[config.mk]
export PLATFORM = sky130hd
export DESIGN_NAME = fifo_rd_packer
export DESIGN_NICKNAME = d
export VERILOG_FILES = /design/src/rtl/fifo_rd_packer.sv
export SDC_FILE = /design/constraint.sdc
export NUM_CORES = 1
export LEC_CHECK = 0
export ABC_AREA = 0
export ABC_CLOCK_PERIOD_IN_PS = 2700
export CORE_UTILIZATION = 53
export CTS_CLUSTER_SIZE = 8
export DETAILED_ROUTE_END_ITERATION = 8
export PLACE_DENSITY = 0.79
export SLEW_MARGIN = 25
export SYNTH_ARGS = -nofsm -noshare
export SYNTH_HDL_FRONTEND = slang
export SYNTH_SLANG_ARGS = --single-unit
[constraint.sdc]
create_clock -name rd_clk -period 2.7 [get_ports rd_clk]
set_input_delay 0.27 -clock rd_clk [delete_from_list [all_inputs] [get_ports rd_clk]]
set_output_delay 0.27 -clock rd_clk [all_outputs]
set_load 0.05 [all_outputs]
[src/rtl/fifo_rd_packer.sv]
// Read-side packer for the async FIFO: pops bytes one per cycle and packs PACK of them
// into a wide word on a valid/ready stream, with a flush that emits a partial word.
module fifo_rd_packer #(
   parameter int DATA_WIDTH = 8,
   parameter int PACK       = 4,
   parameter int CNT_W      = $clog2(PACK+1)
) (
   input  logic                       rd_clk,
   input  logic                       rst_n,
   input  logic                       fifo_empty,
   input  logic [DATA_WIDTH-1:0]      fifo_r_data,
   output logic                       fifo_rd_en,
   input  logic                       flush,
   output logic                       out_valid,
   input  logic                       out_ready,
   output logic [DATA_WIDTH*PACK-1:0] out_data,
   output logic [CNT_W-1:0]           out_bytes,
   output logic                       flush_busy,
   // {flush_req, acc_full, pend, cnt}
   output logic [CNT_W+2:0]           dbg_state
);

   localparam int               WORD_W    = DATA_WIDTH*PACK;
   localparam logic [CNT_W-1:0] LAST_LANE = CNT_W'(PACK-1);
   localparam logic [CNT_W-1:0] FULL_CNT  = CNT_W'(PACK);
   localparam logic [CNT_W:0]   PACK_EXT  = (CNT_W+1)'(PACK);

   // Handshake: a word transfers on every rd_clk edge where out_valid && out_ready;
   // while out_valid && !out_ready, out_data/out_bytes/out_valid hold stable.

   logic              pend,      pend_nxt;
   logic [CNT_W-1:0]  cnt,       cnt_nxt;
   logic [WORD_W-1:0] acc,       acc_nxt;
   logic              acc_full,  acc_full_nxt;
   logic              flush_req, flush_req_nxt;
   logic              ov_nxt;
   logic [WORD_W-1:0] od_nxt;
   logic [CNT_W-1:0]  ob_nxt;

   logic              out_free;
   logic [CNT_W:0]    fill;
   logic [WORD_W-1:0] land_word;

   assign out_free = !out_valid || out_ready;
   assign fill     = {1'b0, cnt} + {{CNT_W{1'b0}}, pend};

   // A pop may overlap the completing landing only if that word can leave this cycle.
   assign fifo_rd_en = rst_n && !fifo_empty && !acc_full && !flush_req &&
                       ((fill < PACK_EXT) || (fill == PACK_EXT && pend && out_free));

   assign flush_busy = flush_req;
   assign dbg_state  = {flush_req, acc_full, pend, cnt};

   always_comb begin
      land_word = acc;
      for (int i = 0; i < PACK; i++) begin
         if (cnt == CNT_W'(i)) begin
            land_word[i*DATA_WIDTH +: DATA_WIDTH] = fifo_r_data;
         end
      end
   end

   always_comb begin
      pend_nxt      = fifo_rd_en;
      cnt_nxt       = cnt;
      acc_nxt       = acc;
      acc_full_nxt  = acc_full;
      flush_req_nxt = flush_req || flush;
      ov_nxt        = out_valid && !out_ready;
      od_nxt        = out_data;
      ob_nxt        = out_bytes;

      if (pend) begin
         if (cnt == LAST_LANE) begin
            if (out_free) begin
               ov_nxt  = 1'b1;
               od_nxt  = land_word;
               ob_nxt  = FULL_CNT;
               cnt_nxt = '0;
               acc_nxt = '0;
            end else begin
               acc_nxt      = land_word;
               acc_full_nxt = 1'b1;
               cnt_nxt      = FULL_CNT;
            end
         end else begin
            acc_nxt = land_word;
            cnt_nxt = cnt + CNT_W'(1);
         end
      end else if (acc_full) begin
         if (out_free) begin
            ov_nxt       = 1'b1;
            od_nxt       = acc;
            ob_nxt       = FULL_CNT;
            acc_full_nxt = 1'b0;
            cnt_nxt      = '0;
            acc_nxt      = '0;
         end
      end else if (flush_req && out_free) begin
         // Unused lanes are already zero because acc is cleared whenever a word leaves.
         if (cnt != '0) begin
            ov_nxt = 1'b1;
            od_nxt = acc;
            ob_nxt = cnt;
         end
         cnt_nxt       = '0;
         acc_nxt       = '0;
         flush_req_nxt = 1'b0;
      end
   end

   always_ff @(posedge rd_clk or negedge rst_n) begin
      if (!rst_n) begin
         pend      <= 1'b0;
         cnt       <= '0;
         acc       <= '0;
         acc_full  <= 1'b0;
         flush_req <= 1'b0;
         out_valid <= 1'b0;
         out_data  <= '0;
         out_bytes <= '0;
      end else begin
         pend      <= pend_nxt;
         cnt       <= cnt_nxt;
         acc       <= acc_nxt;
         acc_full  <= acc_full_nxt;
         flush_req <= flush_req_nxt;
         out_valid <= ov_nxt;
         out_data  <= od_nxt;
         out_bytes <= ob_nxt;
      end
   end

endmodule
==> flow_summary.json, run 1 <==
{
  "cts-htree-levels": 3,
  "hpwl_um": 4960,
  "p_total_mw": 4.75,
  "met2_usage_pct": 35.3,
  "finalClockSkew_ns": 0.00546,
  "final_cell_mix": "74 x dfrtp_1, 54 x clkdlybuf4s50_1, 42 x nand2_1",
  "clkLatencyLatePin_ns": 0.35,
  "syn_area_um2": 3490,
  "avgViaCountPerCell": 5.66,
  "placed_area_um2": 4100,
  "cts_tree": "built",
  "layout_commonest_cell": "dfrtp_1",
  "grt_first_pass_wirelength_um": 12100,
  "fin_area_um2": 4380,
  "met3_usage_pct": 6.56,
  "power_frac_clock_pct": 24.4,
  "syn_avg_cell_area_um2": 12.4,
  "syn_to_final_growth_pct": 25.5,
  "pwr_density_cell_nw_per_um2": 1080,
  "ir_drop_uv": 790,
  "synth_seq_cells": 74,
  "finalCritPeriodShare_pct": 92.8,
  "start_util_pct": 54.9,
  "n_antenna_cell": 0,
  "die_h_um": 83.1,
  "syn_inst": 282,
  "p_seq_share_pct": 31.5,
  "vias": 2382,
  "finalHoldViolCount": 0,
  "switchingPower_mw": 1.89,
  "drv_slew": 0,
  "route.detailed.drc": 0,
  "crit_path_start_kind": "flip-flop",
  "fin_crit_ns": 2.50,
  "worstPathRequired_ns": 2.43,
  "cp-startpoint": "acc_full",
  "ioPinCount": 57,
  "port-buffer-count": 56,
  "layout.nets": 358,
  "ant_nets": 0,
  "grt_max_degree": 75,
  "routed_wl_um": 7380,
  "drive_above_1_share_pct": 21.5,
  "antenna_found_initial": 0,
  "fp.dieW_um": 83.1,
  "drtIter0Drc": 179,
  "clock.fmax_ghz": 0.399,
  "tns_ns": 0,
  "ys_seq_area_share_pct": 53.1,
  "cts_buffers": 9,
  "p_leak_nw": 2.10,
  "coreArea_um2": 6350,
  "nFillCells": 453,
  "wire_per_inst_um": 17.5,
  "p_int_mw": 2.86,
  "comb_power_share_pct": 44.1,
  "setup_viol": 0,
  "grt_usage_pct": 22.9,
  "grt_pass1_vias": 2324,
  "holdBufCountCts": 0,
  "worstPathArrival_ns": 2.23,
  "gp_congestion": 0.815,
  "critPathMaxFanout": 7,
  "yosys_warnings": 0,
  "switching_share_pct": 39.8,
  "synth_cell_types": 31,
  "critical_path.endpoint_type": "output port",
  "tightest_slew_ns": 0.925,
  "multi_input_area_um2": 1510,
  "maxCapViolations": 0,
  "busiest_layer": "met2",
  "cts_buffer_depth": 2,
  "r2r-start": "cnt[1]",
  "crit_type": "reg -> out",
  "root_buffer": "clkbuf_8",
  "status": "completed",
  "cts_setup_buffers": 0,
  "overflow": 0,
  "first_pass_iters": 4,
  "rsz0062_at_grt": "no",
  "cts_resized": 0,
  "hold_class": "in -> async",
  "rows": 29,
  "die_area_um2": 6910,
  "met1_usage_pct": 30.4,
  "clock-sinks": 74,
  "path_clk_slew_ns": 0.08,
  "seq_area_um2": 1850,
  "synth_nets": 301,
  "slew_headroom_pct": 38.2
}
-- power by group through the flow --
stage	Clock, mW	Sequential, mW	Combinational, mW
floorplan	0	2.10	0.872
global placement	0	1.51	2.07
detailed placement	0	1.52	2.09
CTS	1.18	1.50	2.11
global route	1.23	1.53	2.22
finish	1.16	1.49	2.10
-- final cells by class --
type,count,share of cell area (%)
Inverter,4,0.343
Sequential cell,74,42.3
Clock inverter,6,3.14
Tap cell,77,2.20
Timing Repair Buffer,63,14.4
Clock buffer,10,3.14
Multi-Input combinational cell,187,34.4
-- routing by layer --
metal | share of wire (%) | vias up
met4 | 2.0 | 0
met3 | 6.5 | 11
met1 | 44 | 1167
met2 | 48 | 67
li1 | - | 1137
met5 | 0 | -
-- Yosys cell counts --
| library cell | number | area, µm² |
|---|---|---|
| a21boi_1 | 1 | 7.51 |
| a21oi_1 | 3 | 15.0 |
| a21oi_2 | 1 | 8.76 |
| a22o_1 | 19 | 166 |
| a22oi_1 | 2 | 15.0 |
| a311oi_1 | 1 | 8.76 |
| and2_1 | 1 | 6.26 |
| and2b_1 | 1 | 7.51 |
| buf_2 | 3 | 15.0 |
| buf_4 | 8 | 60.1 |
| buf_6 | 3 | 33.8 |
| clkbuf_1 | 3 | 11.3 |
| dfrtp_1 | 74 | 1850 |
| ha_1 | 6 | 75.1 |
| inv_1 | 3 | 11.3 |
| inv_2 | 1 | 3.75 |
| mux2_1 | 26 | 293 |
| mux2_2 | 38 | 428 |
| nand2_1 | 42 | 158 |
| nand2_2 | 2 | 12.5 |
| nand2_4 | 3 | 33.8 |
| nand2b_1 | 4 | 25.0 |
| nor2_1 | 3 | 11.3 |
| nor2b_1 | 1 | 6.26 |
| nor3_1 | 2 | 10.0 |
| o21ai_0 | 3 | 15.0 |
| o22ai_1 | 24 | 150 |
| o311ai_4 | 1 | 26.3 |
| o31ai_1 | 1 | 7.51 |
| or2_2 | 1 | 6.26 |
| or3b_2 | 1 | 8.76 |
-- critical path, cell delays in order (launching register included) --
cell	delay [ns]
dfrtp_1	0.49
or2_2	0.37
or3b_2	0.48
a311oi_2	0.36
buf_12	0.18
-- path summary, 6_finish.rpt --
path                            cells past startpoint  slack [ns]      endpoint
worst max-delay path                                4        0.20    fifo_rd_en
worst min-delay path                                2        0.15    flush_busy
worst max register to register                      6        0.31  out_data[26]
worst min register to register                      1        0.50  out_data[16]
max in group asynchronous                           2        1.95          pend
min in group rd_clk                                 3        0.32          pend
-- sequential cells by signal, indices dropped and copies added, names as in the netlist --
signal,cells
acc,32
out_data,32
cnt,3
out_bytes,3
acc_full,1
flush_busy,1
out_valid,1
pend,1
-- stage by stage --
step	instances	setup WS (ns)	hold slack (ns)	utilization, %
finish	421	0.195	0.146	68.9
global route	421	0.0936	0.230	68.9
CTS	421	0.185	0.195	68.9
detailed placement	405	0.328	0.480	64.6
global placement	405	0.414	0.478	64.6
floorplan	282	0.174	-0.0256	-
-- logic make-up after synthesis --
group / share of synthesized area (%)
AOI/OAI and AO/OA: 12.1
adders and majority gates: 2.15
buffers and inverters: 3.87
DFF: 53.1
muxes: 20.7
and+or+nand+nor: 8.18
Power figures use the tool's default switching activity.
==> run 2: changes to the inputs <==
--- a/config.mk
+++ b/config.mk
@@ -7,6 +7,7 @@
 export LEC_CHECK = 0
 export ABC_AREA = 0
 export ABC_CLOCK_PERIOD_IN_PS = 2700
+export CORE_ASPECT_RATIO = 0.9
 export CORE_UTILIZATION = 53
 export CTS_CLUSTER_SIZE = 8
 export DETAILED_ROUTE_END_ITERATION = 8
==> run 2 against run 1 <==
  * Clock power fell by 22%
  * Critical path type unchanged
  * Combinational power about the same
  * Setup slack got worse by 0.0088 ns
  * Critical endpoint unchanged
  * Sequential cell count is the same
  * Die area about the same
  * Sequential power is essentially flat
  * Clock skew grew 0.0059 ns
  * Register-to-register slack hardly changed
==> flow_summary.json, run 2 (synthesized netlist as in run 1, its figures left out) <==
{
  "status": "completed",
  "critPathMaxStageDelay_ns": 0.50,
  "avgViaCountPerCell": 5.70,
  "cts_resized": 0,
  "final_cells": 432,
  "drv_slew": 0,
  "gp_congestion": 0.830,
  "dp_slack_ns": 0.277,
  "crit_type": "reg -> out",
  "port-buffer-count": 56,
  "antenna_found_initial": 0,
  "cp_common_cell": "ha_1",
  "cts_tree": "built",
  "maxCapViolations": 0,
  "fin_crit_ns": 2.51,
  "die_h_um": 79.0,
  "grt_max_degree": 75,
  "setup_viol": 0,
  "cts-htree-levels": 3,
  "tns_ns": 0,
  "cp.buffers_inverters": 1,
  "layout.nets": 359,
  "syn_to_final_growth_pct": 24.3,
  "p_leak_nw": 2.07,
  "drive_above_1_share_pct": 21.4,
  "hold_class": "in -> async",
  "clkLatencyLatePin_ns": 0.34,
  "tightest_slew_ns": 0.950,
  "rsz0062_at_grt": "no",
  "clock.fmax_ghz": 0.398,
  "vias": 2463,
  "cp_slowest_cell": "dfrtp_1",
  "cts_buffer_depth": 2,
  "n_antenna_cell": 0,
  "whs_ns": 0.144,
  "fin_area_um2": 4340,
  "final_cell_mix": "74 x dfrtp_1, 54 x clkdlybuf4s50_1, 42 x nand2_1",
  "grt_usage_pct": 23.5,
  "final_util_pct": 69.4,
  "hpwl_um": 5030,
  "finalClockSkew_ns": 0.0113,
  "start_util_pct": 55.8,
  "overflow": 0,
  "worstPathRequired_ns": 2.43,
  "p_total_mw": 4.51,
  "ir_drop_uv": 672,
  "top_regs": "acc x32, out_data x32",
  "wire_per_inst_um": 17.0,
  "route.detailed.drc": 0,
  "pwr_density_cell_nw_per_um2": 1040,
  "placed_area_um2": 4120,
  "grt_first_pass_wirelength_um": 12100,
  "clock-sinks": 74,
  "coreArea_um2": 6250,
  "critical_path.endpoint_type": "output port",
  "slew_headroom_pct": 36.5,
  "die_area_um2": 6910,
  "drtIter0Drc": 149,
  "worst_slack_ns": 0.186,
  "root_buffer": "clkbuf_8",
  "ant_nets": 0,
  "routed_wl_um": 7340,
  "ioPinCount": 57,
  "fp.dieW_um": 87.5,
  "cts_setup_buffers": 0,
  "critPathMaxFanout": 9,
  "grt_pass1_vias": 2364,
  "path_clk_slew_ns": 0.08,
  "worstPathArrival_ns": 2.24,
  "place_inst": 416,
  "crit_path_start_kind": "flip-flop",
  "holdBufCountCts": 0,
  "finalHoldViolCount": 0,
  "finalCritPeriodShare_pct": 93.1,
  "cp_cell_sequence": "ha_1 > ha_1 > nor3_1 > a22oi_1 > a311oi_2 > buf_12",
  "rows": 27,
  "layout_commonest_cell": "dfrtp_1",
  "cts_buffers": 9,
  "cp_top_family": "adder cells",
  "first_pass_iters": 4
}
-- run 2: cell types whose count changed in the layout (fill, tap and decap cells not counted) --
cell	change
bufinv_16	-3
clkbuf_8	+2
buf_4	+1
clkbuf_1	+1
clkinv_4	-1
clkinvlp_4	+1
-- run 2: path summary, 6_finish.rpt --
check / startpoint / end / slack, ns / depth (start not counted)
worst max-delay path: pend / fifo_rd_en / 0.19 / 6
worst min-delay path: rst_n / out_bytes[2] / 0.14 / 2
worst max register to register: cnt[1] / out_data[24] / 0.30 / 6
worst min register to register: out_data[17] / out_data[17] / 0.50 / 1
max in group asynchronous: rst_n / out_data[5] / 1.93 / 2
min in group rd_clk: rst_n / pend / 0.32 / 3
-- run 2: per-layer routing --
layer / wire length, µm / global-route usage (%) / part of all wire, %
met1: 3290 / 33.0 / 45
met2: 3550 / 36.2 / 48
met3: 426 / 5.61 / 5.8
met4: 78 / 7.54 / 1.1
met5: 0 / 0 / 0
-- run 2: report_power, final --
part / internal [mW] / switching (mW) / total, mW
sequential: 1.36 / 0.137 / 1.49
combinational: 0.768 / 1.34 / 2.11
clock: 0.505 / 0.401 / 0.906
total: 2.63 / 1.88 / 4.51
-- run 2: cell type report --
class | instances | area [µm²]
Inverter | 4 | 15.0
Clock buffer | 13 | 169
Sequential cell | 74 | 1850
Clock inverter | 3 | 46.3
Fill cell | 438 | 1910
Timing Repair Buffer | 64 | 638
Tap cell | 87 | 109
Multi-Input combinational cell | 187 | 1510
